### config.mk
export PLATFORM = sky130hd
export DESIGN_NAME = part_6_accumulator_flat
export DESIGN_NICKNAME = d
export VERILOG_FILES = /design/src/rtl/part_6_accumulator_if.sv /design/src/rtl/part_6_accumulator.sv /design/src/flat_wrapper.sv
export SDC_FILE = /design/constraint.sdc
export NUM_CORES = 1
export LEC_CHECK = 0
export BUFFER_PORTS_ARGS = -buffer_cell sky130_fd_sc_hd__buf_4
export CAP_MARGIN = 0
export CORE_ASPECT_RATIO = 0.8
export CORE_MARGIN = 3
export CORE_UTILIZATION = 52
export CTS_CLUSTER_SIZE = 16
export DETAILED_ROUTE_END_ITERATION = 16
export GPL_ROUTABILITY_DRIVEN = 0
export PLACE_DENSITY_LB_ADDON = 0.08
export SLEW_MARGIN = 20
export SYNTH_ARGS = -nofsm -noshare
export SYNTH_HDL_FRONTEND = slang
export SYNTH_SLANG_ARGS = --single-unit
### constraint.sdc
create_clock -name clk -period 3.7 [get_ports clk]
set_clock_uncertainty 0.2 [all_clocks]
set_input_delay 0 -clock clk [delete_from_list [all_inputs] [get_ports clk]]
set_output_delay 0 -clock clk [all_outputs]
set_load 0.005 [all_outputs]
### src/rtl/part_6_accumulator_if.sv
// part_6_accumulator_if: operand/result handshake bundle for the add/sub accumulator.
interface part_6_accumulator_if #(parameter int WIDTH = 32, parameter int CNT_W = 8);
  logic             in_valid;
  logic             in_ready;
  logic [WIDTH-1:0] in_data;
  logic             in_sub;
  logic             in_clear;
  logic             out_valid;
  logic             out_ready;
  logic [WIDTH-1:0] out_acc;
  logic             out_carry;
  logic             out_ovf;
  logic             out_zero;
  logic [CNT_W-1:0] op_count;
  modport master (
    output in_valid, in_data, in_sub, in_clear, out_ready,
    input  in_ready, out_valid, out_acc, out_carry, out_ovf, out_zero, op_count
  );
  modport slave (
    input  in_valid, in_data, in_sub, in_clear, out_ready,
    output in_ready, out_valid, out_acc, out_carry, out_ovf, out_zero, op_count
  );
endinterface

### src/rtl/part_6_accumulator.sv
// part_6_accumulator: handshaked add/sub accumulator with flags and saturating op counter.
// Define ACC_SAT_EN to saturate the accumulator on signed overflow instead of wrapping.
module part_5_top_module #(parameter int WIDTH = 32) (
  input  logic [WIDTH-1:0] a,
  input  logic [WIDTH-1:0] b,
  input  logic             sub,
  output logic [WIDTH-1:0] sum,
  output logic             cout
);
  assign {cout, sum} = {1'b0, a} + {1'b0, sub ? ~b : b} + {{WIDTH{1'b0}}, sub};
endmodule

module part_6_accumulator #(parameter int WIDTH = 32, parameter int CNT_W = 8) (
  input logic clk,
  input logic rst,
  part_6_accumulator_if.slave bus
);
  localparam int M = WIDTH - 1;
  typedef enum logic [1:0] {IDLE, EXEC, RESP} state_t;
  state_t           state;
  logic [WIDTH-1:0] acc, op, sum, nxt, res;
  logic             sub, clr, carry, ovf, zero, valid, cout, v;
  logic [CNT_W-1:0] cnt;
  part_5_top_module #(.WIDTH(WIDTH)) u_stage (.a(acc), .b(op), .sub(sub), .sum(sum), .cout(cout));
  assign v = sub ? (acc[M] != op[M]) && (sum[M] != acc[M])
                 : (acc[M] == op[M]) && (sum[M] != acc[M]);
`ifdef ACC_SAT_EN
  // on overflow the true result carries the sign of the old accumulator
  assign nxt = v ? {acc[M], {M{~acc[M]}}} : sum;
`else
  assign nxt = sum;
`endif
  assign res = clr ? op : nxt;
  always_ff @(posedge clk) begin
    if (rst) begin
      state <= IDLE;
      acc   <= '0;
      op    <= '0;
      sub   <= 1'b0;
      clr   <= 1'b0;
      carry <= 1'b0;
      ovf   <= 1'b0;
      zero  <= 1'b1;
      valid <= 1'b0;
      cnt   <= '0;
    end else begin
      case (state)
        IDLE: if (bus.in_valid) begin
          op    <= bus.in_data;
          sub   <= bus.in_sub & ~bus.in_clear;
          clr   <= bus.in_clear;
          state <= EXEC;
        end
        EXEC: begin
          acc   <= res;
          carry <= !clr && cout;
          ovf   <= !clr && v;
          zero  <= res == '0;
          cnt   <= &cnt ? cnt : cnt + 1'b1;
          valid <= 1'b1;
          state <= RESP;
        end
        RESP: if (bus.out_ready) begin
          valid <= 1'b0;
          state <= IDLE;
        end
        default: state <= IDLE;
      endcase
    end
  end
  assign bus.in_ready  = state == IDLE && !rst;
  assign bus.out_valid = valid;
  assign bus.out_acc   = acc;
  assign bus.out_carry = carry;
  assign bus.out_ovf   = ovf;
  assign bus.out_zero  = zero;
  assign bus.op_count  = cnt;
endmodule
### src/flat_wrapper.sv
// flat-port wrapper written by rule: the top's interface ports become plain ports
module part_6_accumulator_flat 
#(parameter int WIDTH = 32, parameter int CNT_W = 8)
  (clk, rst, bus_in_valid, bus_in_data, bus_in_sub, bus_in_clear, bus_out_ready, bus_in_ready, bus_out_valid, bus_out_acc, bus_out_carry, bus_out_ovf, bus_out_zero, bus_op_count);
  part_6_accumulator_if #(.WIDTH(WIDTH), .CNT_W(CNT_W)) bus_i ();
  input logic clk;
  input logic rst;
  input wire logic [$bits(bus_i.in_valid)-1:0] bus_in_valid;
  input wire logic [$bits(bus_i.in_data)-1:0] bus_in_data;
  input wire logic [$bits(bus_i.in_sub)-1:0] bus_in_sub;
  input wire logic [$bits(bus_i.in_clear)-1:0] bus_in_clear;
  input wire logic [$bits(bus_i.out_ready)-1:0] bus_out_ready;
  output wire logic [$bits(bus_i.in_ready)-1:0] bus_in_ready;
  output wire logic [$bits(bus_i.out_valid)-1:0] bus_out_valid;
  output wire logic [$bits(bus_i.out_acc)-1:0] bus_out_acc;
  output wire logic [$bits(bus_i.out_carry)-1:0] bus_out_carry;
  output wire logic [$bits(bus_i.out_ovf)-1:0] bus_out_ovf;
  output wire logic [$bits(bus_i.out_zero)-1:0] bus_out_zero;
  output wire logic [$bits(bus_i.op_count)-1:0] bus_op_count;
  assign bus_i.in_valid = bus_in_valid;
  assign bus_i.in_data = bus_in_data;
  assign bus_i.in_sub = bus_in_sub;
  assign bus_i.in_clear = bus_in_clear;
  assign bus_i.out_ready = bus_out_ready;
  assign bus_in_ready = bus_i.in_ready;
  assign bus_out_valid = bus_i.out_valid;
  assign bus_out_acc = bus_i.out_acc;
  assign bus_out_carry = bus_i.out_carry;
  assign bus_out_ovf = bus_i.out_ovf;
  assign bus_out_zero = bus_i.out_zero;
  assign bus_op_count = bus_i.op_count;
  part_6_accumulator #(.WIDTH(WIDTH), .CNT_W(CNT_W)) u_core (.clk(clk), .rst(rst), .bus(bus_i));
endmodule
==> metrics.txt, run 1 <==
post-synth top area share=between 20% and 30%; Residual DRC=0; status=finished with violations; leading post-synthesis cells by cell area=dfxtp_1, nand2_1, ha_1; Slowest-stage cell, CP=or4_1; CTS buffer count=9; CP max stage delay=0.45 ns; critical path type=flop to flop; failing checks=setup timing; vias per cell=between 5 and 6; arrival time of the worst setup path=just under 4 ns; port bufs=82; vias in the first global route=5788; Clock Tree Buf Depth=2; pwr dens=~360 mW/mm^2; First-pass DRT Iterations=8; Netlist Area Pre-Place=0.00552 mm^2; Syn Nets=807; Total Routing Usage GR=30.5%; WL met3=1.94 mm; routed vias=6088; Power, Total=~2.7 mW; cell taking the most area after synthesis=dfxtp_1; Worst-path clk slew=roughly 0.070 ns; Metal-1 WL=between 8 and 9 mm; # IOs=83; wire per inst=18.5 um; core box area=0.00997 mm^2; die width=121 um; Worst Tran Pin Value=0.843 ns; top layer in use=met4; synthesized instance count=734; WP data required=3.77 ns; WL met2=8.25 mm; min Tclk post-route=3.79 ns; synthesis-to-finish area growth=34.6%; placed insts=955; Slew Viols, Final=0; worst vdd ir=312 uV; CTS tree=yes; n_diodes=0; critical path capture point type=flop; Worst Hold Class=input port to flop; Cell Chain, Critical Path=buf_12 > xor2_1 > ha_1 > a21oi_2 > and2_1 > or3b_4 > a31oi_2 > xor2_1 > nor2_1 > nor4b_2 > o2111ai_1 > or4_1 > o31ai_2; Final Instance Count excl. Fillers=approximately 1000; startpoint types=flop; f_max=264 MHz; Crit path top cell by count=xor2_1; Nets=947; initial antenna violation count=0; Final Setup Violations=1; Root Buffer=clkbuf_16; register area=0.00161 mm^2; Pleak=3.17 nW; pre-CTS setup slack=-0.297 ns; CP max FO=9; commonest cells after routing, fill and taps aside=buf_4, nand2_1, a21oi_1, dfxtp_1, nor2_1; RSZ-0062 raised after global routing=yes; Async SR Flop Fraction=0%; die area=0.0119 mm^2; Post-Route WL=between 15 and 20 mm; Ys Warns=0; Final period util=103%; Site Rows=32; final setup margin=-0.0928 ns; Mapped Avg Cell Area=around 7.5 um^2; Filler cells=732; Post-synth EDFFs=0; multi-input logic area=0.00385 mm^2; Congestion Overflow GR=0; ANT nets after route=0; most common library cell in the layout ignoring fill and taps=buf_4; Starting Density=55.4%; Cell variety after synth=70; Max-slew headroom=43.8%; layout cells sized above 1=23.9%; largest net degree at the start of global routing=81; Clock Sinks=80; Seq/Total Area, Yosys=29.0%; max-cap violations=0; DR iter-0 viols=651; leading register cell type out of synthesis=dfxtp_1; hpwl dp=between 10 and 15 mm; first-pass GRT wire length=29.4 mm; Die Y=around 98 um; Worst-Skew Late Latency=0.35 ns; H-tree depth=3; Yosys reg bits=80; Final Hold Viols=0
## sequential cells by signal, summed over array words and instances (netlist names)
name,count
u_core.bus.op_count,8
u_core.bus.out_acc,32
u_core.bus.out_carry,1
u_core.bus.out_ovf,1
u_core.bus.out_valid,1
u_core.bus.out_zero,1
u_core.clr,1
u_core.op,32
u_core.state,2
u_core.sub,1
## metal layers
| metal | vias up | track usage, % |
|---|---|---|
| met5 | - | 0 |
| met4 | 0 | 6.03 |
| met3 | 39 | 7.70 |
| met2 | 317 | 46.5 |
| met1 | 2851 | 43.9 |
| li1 | 2881 | - |
## Yosys cell counts (all sizes together), types with 3 or more instances
cell type and number:
a211oi 19, a21o 4, a21oi 86, a22oi 4, a31oi 3, and2 6, and3 3, and4 3
buf 5, clkbuf 43, dfxtp 80, ha 34, inv 12, mux2 3, mux2i 8, nand2 127
nand2b 5, nand3 10, nand3b 3, nand4 13, nor2 72, nor2b 8, nor3 14, o2111ai 3
o211a 3, o211ai 13, o21a 4, o21ai 41, o21bai 4, o22ai 4, or2 3, or3 3
or3b 3, xnor2 14, xor2 44
## report_power, final
group / internal [mW] / switching (mW)
combinational: 0.382 / 0.451
clock: 0.478 / 0.386
sequential: 0.914 / 0.0649
total: 1.77 / 0.902
## layout make-up
cell class              count  share of cell area, %
clock inverters             5                  0.556
flip-flops and latches     80                   21.6
repair buffers            177                   19.8
multi-input cells         594                   51.9
clock buffers              11                   3.27
inverters                  12                  0.606
well taps                 136                   2.29
## cell families (layout without fill, tap and decap cells)
| family | after synthesis | in the layout | synth area share, % |
|---|---|---|---|
| buf+inv | 60 | 205 | 4.15 |
| simple gates | 281 | 281 | 23.3 |
| compound gates | 209 | 209 | 24.0 |
| fa+ha+maj | 35 | 35 | 8.07 |
| xor+xnor | 58 | 58 | 9.34 |
| mux | 11 | 11 | 2.13 |
| flops | 80 | 80 | 29.0 |
## per-stage QoR
stage / TNS (ns) / util [%] / area (um^2) / hold slack (ns)
after global routing: -0.204 / 74.5 / 7430 / 0.0557
after CTS: -0.0106 / 73.0 / 7270 / 0.0302
after global placement: 0 / 65.5 / 6530 / 0.0183
final: -0.0928 / 74.5 / 7430 / 0.0291
after detailed placement: -0.297 / 65.5 / 6530 / 0.0269
after floorplan: 0 / - / 5530 / -0.0783
## path summary, 6_finish.rpt
check | start | endpoint | cells past startpoint | slack, ns
worst min register to register | u_core.bus.out_acc[26] | u_core.bus.out_acc[26] | 2 | 0.29
worst max-delay path | u_core.sub | u_core.bus.out_zero | 13 | -0.09
worst max register to register | u_core.sub | u_core.bus.out_zero | 13 | -0.09
worst min-delay path | rst | u_core.bus.op_count[4] | 2 | 0.03
## timing repair
item                                   in CTS  in global routing
endpoints found under the hold margin      37                  0
resized for setup                          16                 27
hold buffers                               36                  0
setup buffers                               2                  5
setup endpoints to repair                   1                  2
gates cloned                                1                  0
pin swaps                                   3                  7
## worst max-delay path: cells and delay by family (launching register included)
kind | cells | cell delay, ns
simple gates | 5 | 1.49
flops | 1 | 0.40
compound gates | 4 | 0.75
buf+inv | 1 | 0.16
xor+xnor | 2 | 0.34
fa+ha+maj | 1 | 0.37
(Power assumes the default switching activity.)
==> run 2: changes to the inputs <==
--- a/config.mk
+++ b/config.mk
@@ -14,6 +14,7 @@
 export DETAILED_ROUTE_END_ITERATION = 16
 export GPL_ROUTABILITY_DRIVEN = 0
 export PLACE_DENSITY_LB_ADDON = 0.08
+export RECOVER_POWER = 100
 export SLEW_MARGIN = 20
 export SYNTH_ARGS = -nofsm -noshare
 export SYNTH_HDL_FRONTEND = slang
==> metrics.txt, run 2 (synthesis results as in run 1) <==
RSZ-0062 raised after global routing=yes; Pleak=3.11 nW (-1.9%); min Tclk post-route=3.79 ns (-0.00501 ns); CP max stage delay=0.45 ns (about the same); n_diodes=0 (unchanged); Die Y=98.2 um (unchanged); die area=0.0119 mm^2 (unchanged); ANT nets after route=0 (unchanged); Congestion Overflow GR=0 (unchanged); layout cells sized above 1=22.6% (-1.3 points); Total Routing Usage GR=30.5% (unchanged); Reg2Reg Launch Point=u_core.sub; Reg2Reg Setup Slack=-0.09 ns (about the same); vias per cell=5.94 (-0.95%); Hold Crit Depth=2 (unchanged); Final Setup Violations=1 (unchanged); Levels on crit path=15 (+2); startpoint types=flop; commonest cells after routing, fill and taps aside=nand2_1, buf_4, a21oi_1, dfxtp_1, nor2_1; f_max=264 MHz (+0.13%); Core Util, Final=74.1% (-0.40 points); Critical Path Source=u_core.sub; crit path to=u_core.bus.out_zero; Site Rows=32 (unchanged); wire per inst=18.4 um (-0.62%); routed vias=6030 (-0.95%); final setup margin=-0.0878 ns (+0.00501 ns); most common library cell in the layout ignoring fill and taps=nand2_1; CP bufs+invs=3 (+2); Clock Sinks=80 (unchanged); worst vdd ir=313 uV (+0.29%); Crit path top cell by count=buf_4; DR iter-0 viols=715 (+9.8%); Starting Density=55.4% (unchanged); die width=121 um (unchanged); critical path type=flop to flop; H-tree depth=3 (unchanged); First-pass DRT Iterations=8 (unchanged); Root Buffer=clkbuf_16; Max-slew headroom=-2.31% (-46 points); worst reg2reg path depth=15 (+2); CTS buffer count=9 (unchanged); WP data required=3.76 ns (about the same); Slowest-stage cell, CP=or4_1; largest net degree at the start of global routing=81 (unchanged); CTS tree=yes; Post-Route WL=18.6 mm (-0.62%); status=finished with violations; Nets=947 (unchanged); critical path capture point type=flop; Worst Tran Pin Value=1.53 ns (+0.692 ns); Worst-path clk slew=0.07 ns (about the same); Cell Chain, Critical Path=buf_12 > xor2_1 > ha_1 > a21oi_2 > buf_4 > o21ai_0 > buf_4 > nor2_2 > a22oi_1 > mux2_2 > o221ai_1 > nor4_2 > o2111ai_1 > or4_1 > o31ai_2; failing checks=capacitance limit, slew limit, setup timing; Clock Tree Buf Depth=2 (unchanged); core box area=0.00997 mm^2 (unchanged); initial antenna violation count=0 (unchanged); # IOs=83 (unchanged); Worst-Skew Late Latency=0.35 ns (about the same); Worst Hold Class=input port to flop; Final Hold Viols=0 (unchanged); first-pass GRT wire length=29.4 mm (unchanged); crit-path leading delay family=compound AO/OA/AOI/OAI gates; Final period util=102% (-0.14 points); arrival time of the worst setup path=3.85 ns (about the same); max-cap violations=1 (+1); Slew Viols, Final=25 (+25); synthesis-to-finish area growth=33.8%; hpwl dp=12.6 mm (unchanged); pwr dens=361 mW/mm^2 (+0.14%); final setup TNS=-0.0878 ns (+0.00501 ns); CP max FO=9 (unchanged); port bufs=82 (unchanged); Residual DRC=0 (unchanged); reg2reg end=u_core.bus.out_zero; vias in the first global route=5788 (unchanged)
==> run 2: timing repair <==
action,in CTS,in global routing
pin swaps,3,7
setup endpoints to repair,1,2
cloned,1,0
hold buffers,36,0
resized for setup,16,27
hold endpoints to repair,37,0
buffers inserted,2,5
==> run 2: through the flow <==
step	setup WS, ns	total power [mW]	hold slack (ns)	area [um^2]	instances
after floorplan	0.0628	1.43	-0.0783	5530	734
after global placement	0.0144	1.70	0.0183	6530	955
after detailed placement	-0.297	1.71	0.0269	6530	955
after CTS	-0.0106	2.62	0.0302	7270	1010
after global routing	-0.204	2.77	0.0557	7390	1015
final	-0.0878	2.66	0.0313	7390	1015
==> run 2: cell type report <==
type	instances	area [um^2]
Multi-Input combinational cell	594	3850
Fill cell	740	2580
Sequential cell	80	1610
Timing Repair Buffer	177	1430
Clock buffer	11	243
Tap cell	136	170
Inverter	12	45.0
Clock inverter	5	41.3
==> run 2: metal layers <==
layer	wire [um]	up-vias	track usage, %
li1	-	2874	-
met1	8270	2835	43.9
met2	8220	296	46.5
met3	1920	25	7.70
met4	235	0	6.03
met5	0	-	0
==> run 2: how the worst min path moves through the flow <==
stage          slack [ns]          from                     end
4_1_cts              0.03           rst  u_core.bus.op_count[3]
5_1_grt              0.06           rst  u_core.bus.op_count[4]
2_1_floorplan       -0.08  bus_in_valid         u_core.state[0]
6_report             0.03           rst  u_core.bus.op_count[4]
3_3_place_gp         0.02  bus_in_valid         u_core.state[0]
3_5_place_dp         0.03  bus_in_valid         u_core.state[0]
==> run 2: where the power goes <==
group / total, mW / switching [mW] / internal [mW]
registers: 0.978 / 0.0645 / 0.914
logic: 0.823 / 0.446 / 0.377
clock network: 0.864 / 0.386 / 0.478
total: 2.66 / 0.896 / 1.77
==> run 3: changes to the inputs <==
--- a/config.mk
+++ b/config.mk
@@ -5,11 +5,12 @@
 export SDC_FILE = /design/constraint.sdc
 export NUM_CORES = 1
 export LEC_CHECK = 0
+export ABC_AREA = 1
 export BUFFER_PORTS_ARGS = -buffer_cell sky130_fd_sc_hd__buf_4
 export CAP_MARGIN = 0
 export CORE_ASPECT_RATIO = 0.8
 export CORE_MARGIN = 3
-export CORE_UTILIZATION = 52
+export CORE_UTILIZATION = 53
 export CTS_CLUSTER_SIZE = 16
 export DETAILED_ROUTE_END_ITERATION = 16
 export GPL_ROUTABILITY_DRIVEN = 0
==> metrics.txt, run 3 <==
initial antenna violation count=0 (unchanged); status=finished with violations; vias in the first global route=6025 (+4.1%); DR iter-0 viols=793 (+11%); Final Hold Viols=0 (unchanged); Reg2Reg Setup Slack=0.40 ns (+0.49 ns); Worst-path clk slew=0.07 ns (about the same); die area=0.0130 mm^2 (+9.1%); Slew Viols, Final=75 (+200%); Yosys reg bits=80 (unchanged); min Tclk post-route=3.50 ns (-0.287 ns); final setup TNS=0 ns (+0.0878 ns); CTS tree=yes; Worst Hold Class=input port to flop; Pleak=4.24 nW (+36%); Worst Tran Pin Value=1.78 ns (+0.246 ns); cell taking the most area after synthesis=dfxtp_1; # IOs=83 (unchanged); largest net degree at the start of global routing=45 (-44%); vias per cell=5.29 (-11%); First-pass DRT Iterations=7 (-1); worst reg2reg path depth=17 (+2); Netlist Area Pre-Place=0.00617 mm^2 (+12%); CTS buffer count=9 (unchanged); n_diodes=0 (unchanged); RSZ-0062 raised after global routing=no; Residual DRC=0 (unchanged); Reg2Reg Launch Point=u_core.sub; Die Y=103 um (+4.4%); count leader, synth=nand2_1; Root Buffer=clkbuf_16; leading post-synthesis cells by cell area=dfxtp_1, nand2_1, inv_1; startpoint types=input port; Clock Tree Buf Depth=2 (unchanged); port bufs=82 (unchanged); Nets=1226 (+29%); Clock Sinks=80 (unchanged); failing checks=capacitance limit, slew limit; routed vias=6883 (+14%); Filler cells=1013 (+37%); critical path type=input port to flop; core box area=0.0111 mm^2 (+11%); CP max FO=34 (+25); layout cells sized above 1=9.59% (-13 points); fin area=0.00756 mm^2 (+2.3%); synthesis-to-finish area growth=22.5%; worst vdd ir=384 uV (+23%); Post CTS Setup Buffer Count=0 (-2); Async SR Flop Fraction=0% (unchanged); leading register cell type out of synthesis=dfxtp_1; critical path capture point type=flop; Final Setup Violations=0 (-1); Post-synth EDFFs=0 (unchanged); most common library cell in the layout ignoring fill and taps=nand2_1; wire per inst=15.1 um (-18%); Ys Warns=0 (unchanged); WP data required=3.67 ns (-0.09 ns); f_max=286 MHz (+8.2%); Site Rows=34 (+6.3%); Cell variety after synth=39 (-44%); Core Util, Final=68.1% (-6.0 points); Critical Path Source=rst; max-cap violations=2 (+1); first-pass GRT wire length=31.1 mm (+5.8%); arrival time of the worst setup path=3.47 ns (-0.38 ns); ANT nets after route=0 (unchanged); Seq/Total Area, Yosys=25.9% (-3.1 points); Max-slew headroom=-18.7% (-16 points); Post-Route WL=19.7 mm (+5.5%); Final period util=94.6% (-7.8 points); H-tree depth=3 (unchanged); Worst-Skew Late Latency=0.34 ns (about the same); Starting Density=55.6% (+0.22 points); reg2reg end=u_core.bus.out_zero; hpwl dp=14.5 mm (+15%); dpl cell area=0.00692 mm^2 (+6.0%); Mapped Avg Cell Area=5.91 um^2 (-21%); Congestion Overflow GR=0 (unchanged); crit path to=u_core.op[20]; post-synth top area share=25.9% (-3.1 points); Synth top cells by count=nand2_1, inv_1, nor2_1; die width=127 um (+4.5%); pwr dens=375 mW/mm^2 (+3.9%); Total Routing Usage GR=30.3% (-0.24 points); commonest cells after routing, fill and taps aside=nand2_1, inv_1, nor2_1, dfxtp_1, nand3_1; Syn Nets=1117 (+38%); synthesized instance count=1044 (+42%)
-- run 3: cell count changes in the layout (fill, tap and decap cells not counted), moves of 7 or more --
cell,delta
xor2_1,-12
nand2_1,+167
o21ai_0,+29
xnor2_1,-11
nand2_2,+7
inv_1,+161
nand3_1,+55
nor2_1,+86
a21oi_1,-33
a211oi_1,-15
buf_4,-48
-- run 3: worst min-delay path by stage --
stage / cells after the start / start / slack [ns] / end
floorplan: 1 / bus_out_ready / -0.10 / u_core.bus.out_valid
global placement: 2 / bus_out_ready / -0.003 / u_core.bus.out_valid
detailed placement: 2 / bus_out_ready / -0.005 / u_core.bus.out_valid
CTS: 4 / bus_in_data[7] / 0.25 / u_core.op[7]
global route: 4 / bus_in_data[7] / 0.28 / u_core.op[7]
finish: 4 / bus_in_data[11] / 0.25 / u_core.op[11]
-- run 3: final cells by class --
cell class	instances	area, um^2	area share (%)
inverters	174	653	8.64
clock inverters	6	72.6	0.960
multi-input cells	758	3760	49.8
clock buffers	10	239	3.16
well taps	144	180	2.38
repair buffers	130	1040	13.8
flip-flops and latches	80	1610	21.2
-- run 3: per-layer routing --
metal	vias to the layer above	GRT usage, %	wire [um]
met5	-	0	0
met4	0	5.94	227
met3	18	7.15	2300
met2	332	43.2	7730
met1	3054	46.3	9410
li1	3479	-	-
-- run 3: repair_timing --
action / 4_1_cts / 5_1_grt
hold endpoints to repair: 57 / 0
endpoints found under the setup margin: 0 / 1
gates resized for setup: 0 / 1
hold buffers: 39 / 0
-- run 3: logic make-up after synthesis --
kind of cell,after synthesis,synth area share [%]
fa+ha+maj,35,7.22
compound gates,135,12.0
buf+inv,206,12.8
xor+xnor,33,4.68
flops,80,25.9
simple gates,555,37.4
-- run 3: where the power goes --
part           switching, mW  internal [mW]
Sequential            0.0828          0.928
Clock                  0.400          0.550
Combinational          0.535          0.336
-- run 3: critical path, cell delays in order --
cell           delay (ns)
dlygate4sd3_1        0.52
clkbuf_1             1.28
inv_1                0.99
buf_4                0.47
o21ai_0              0.11
a21oi_1              0.06
-- run 3: metrics by stage --
| stage | power (mW) | worst slack (ns) | hold WS, ns | std cells |
|---|---|---|---|---|
| 2_1_floorplan | 1.57 | 0.973 | -0.101 | 1044 |
| 3_3_place_gp | 1.84 | 0.399 | -0.00264 | 1247 |
| 3_5_place_dp | 1.85 | 0.410 | -0.00545 | 1247 |
| 4_1_cts | 2.83 | 0.377 | 0.245 | 1302 |
| 5_1_grt | 2.98 | 0.0876 | 0.280 | 1302 |
| 6_report | 2.83 | 0.200 | 0.246 | 1302 |
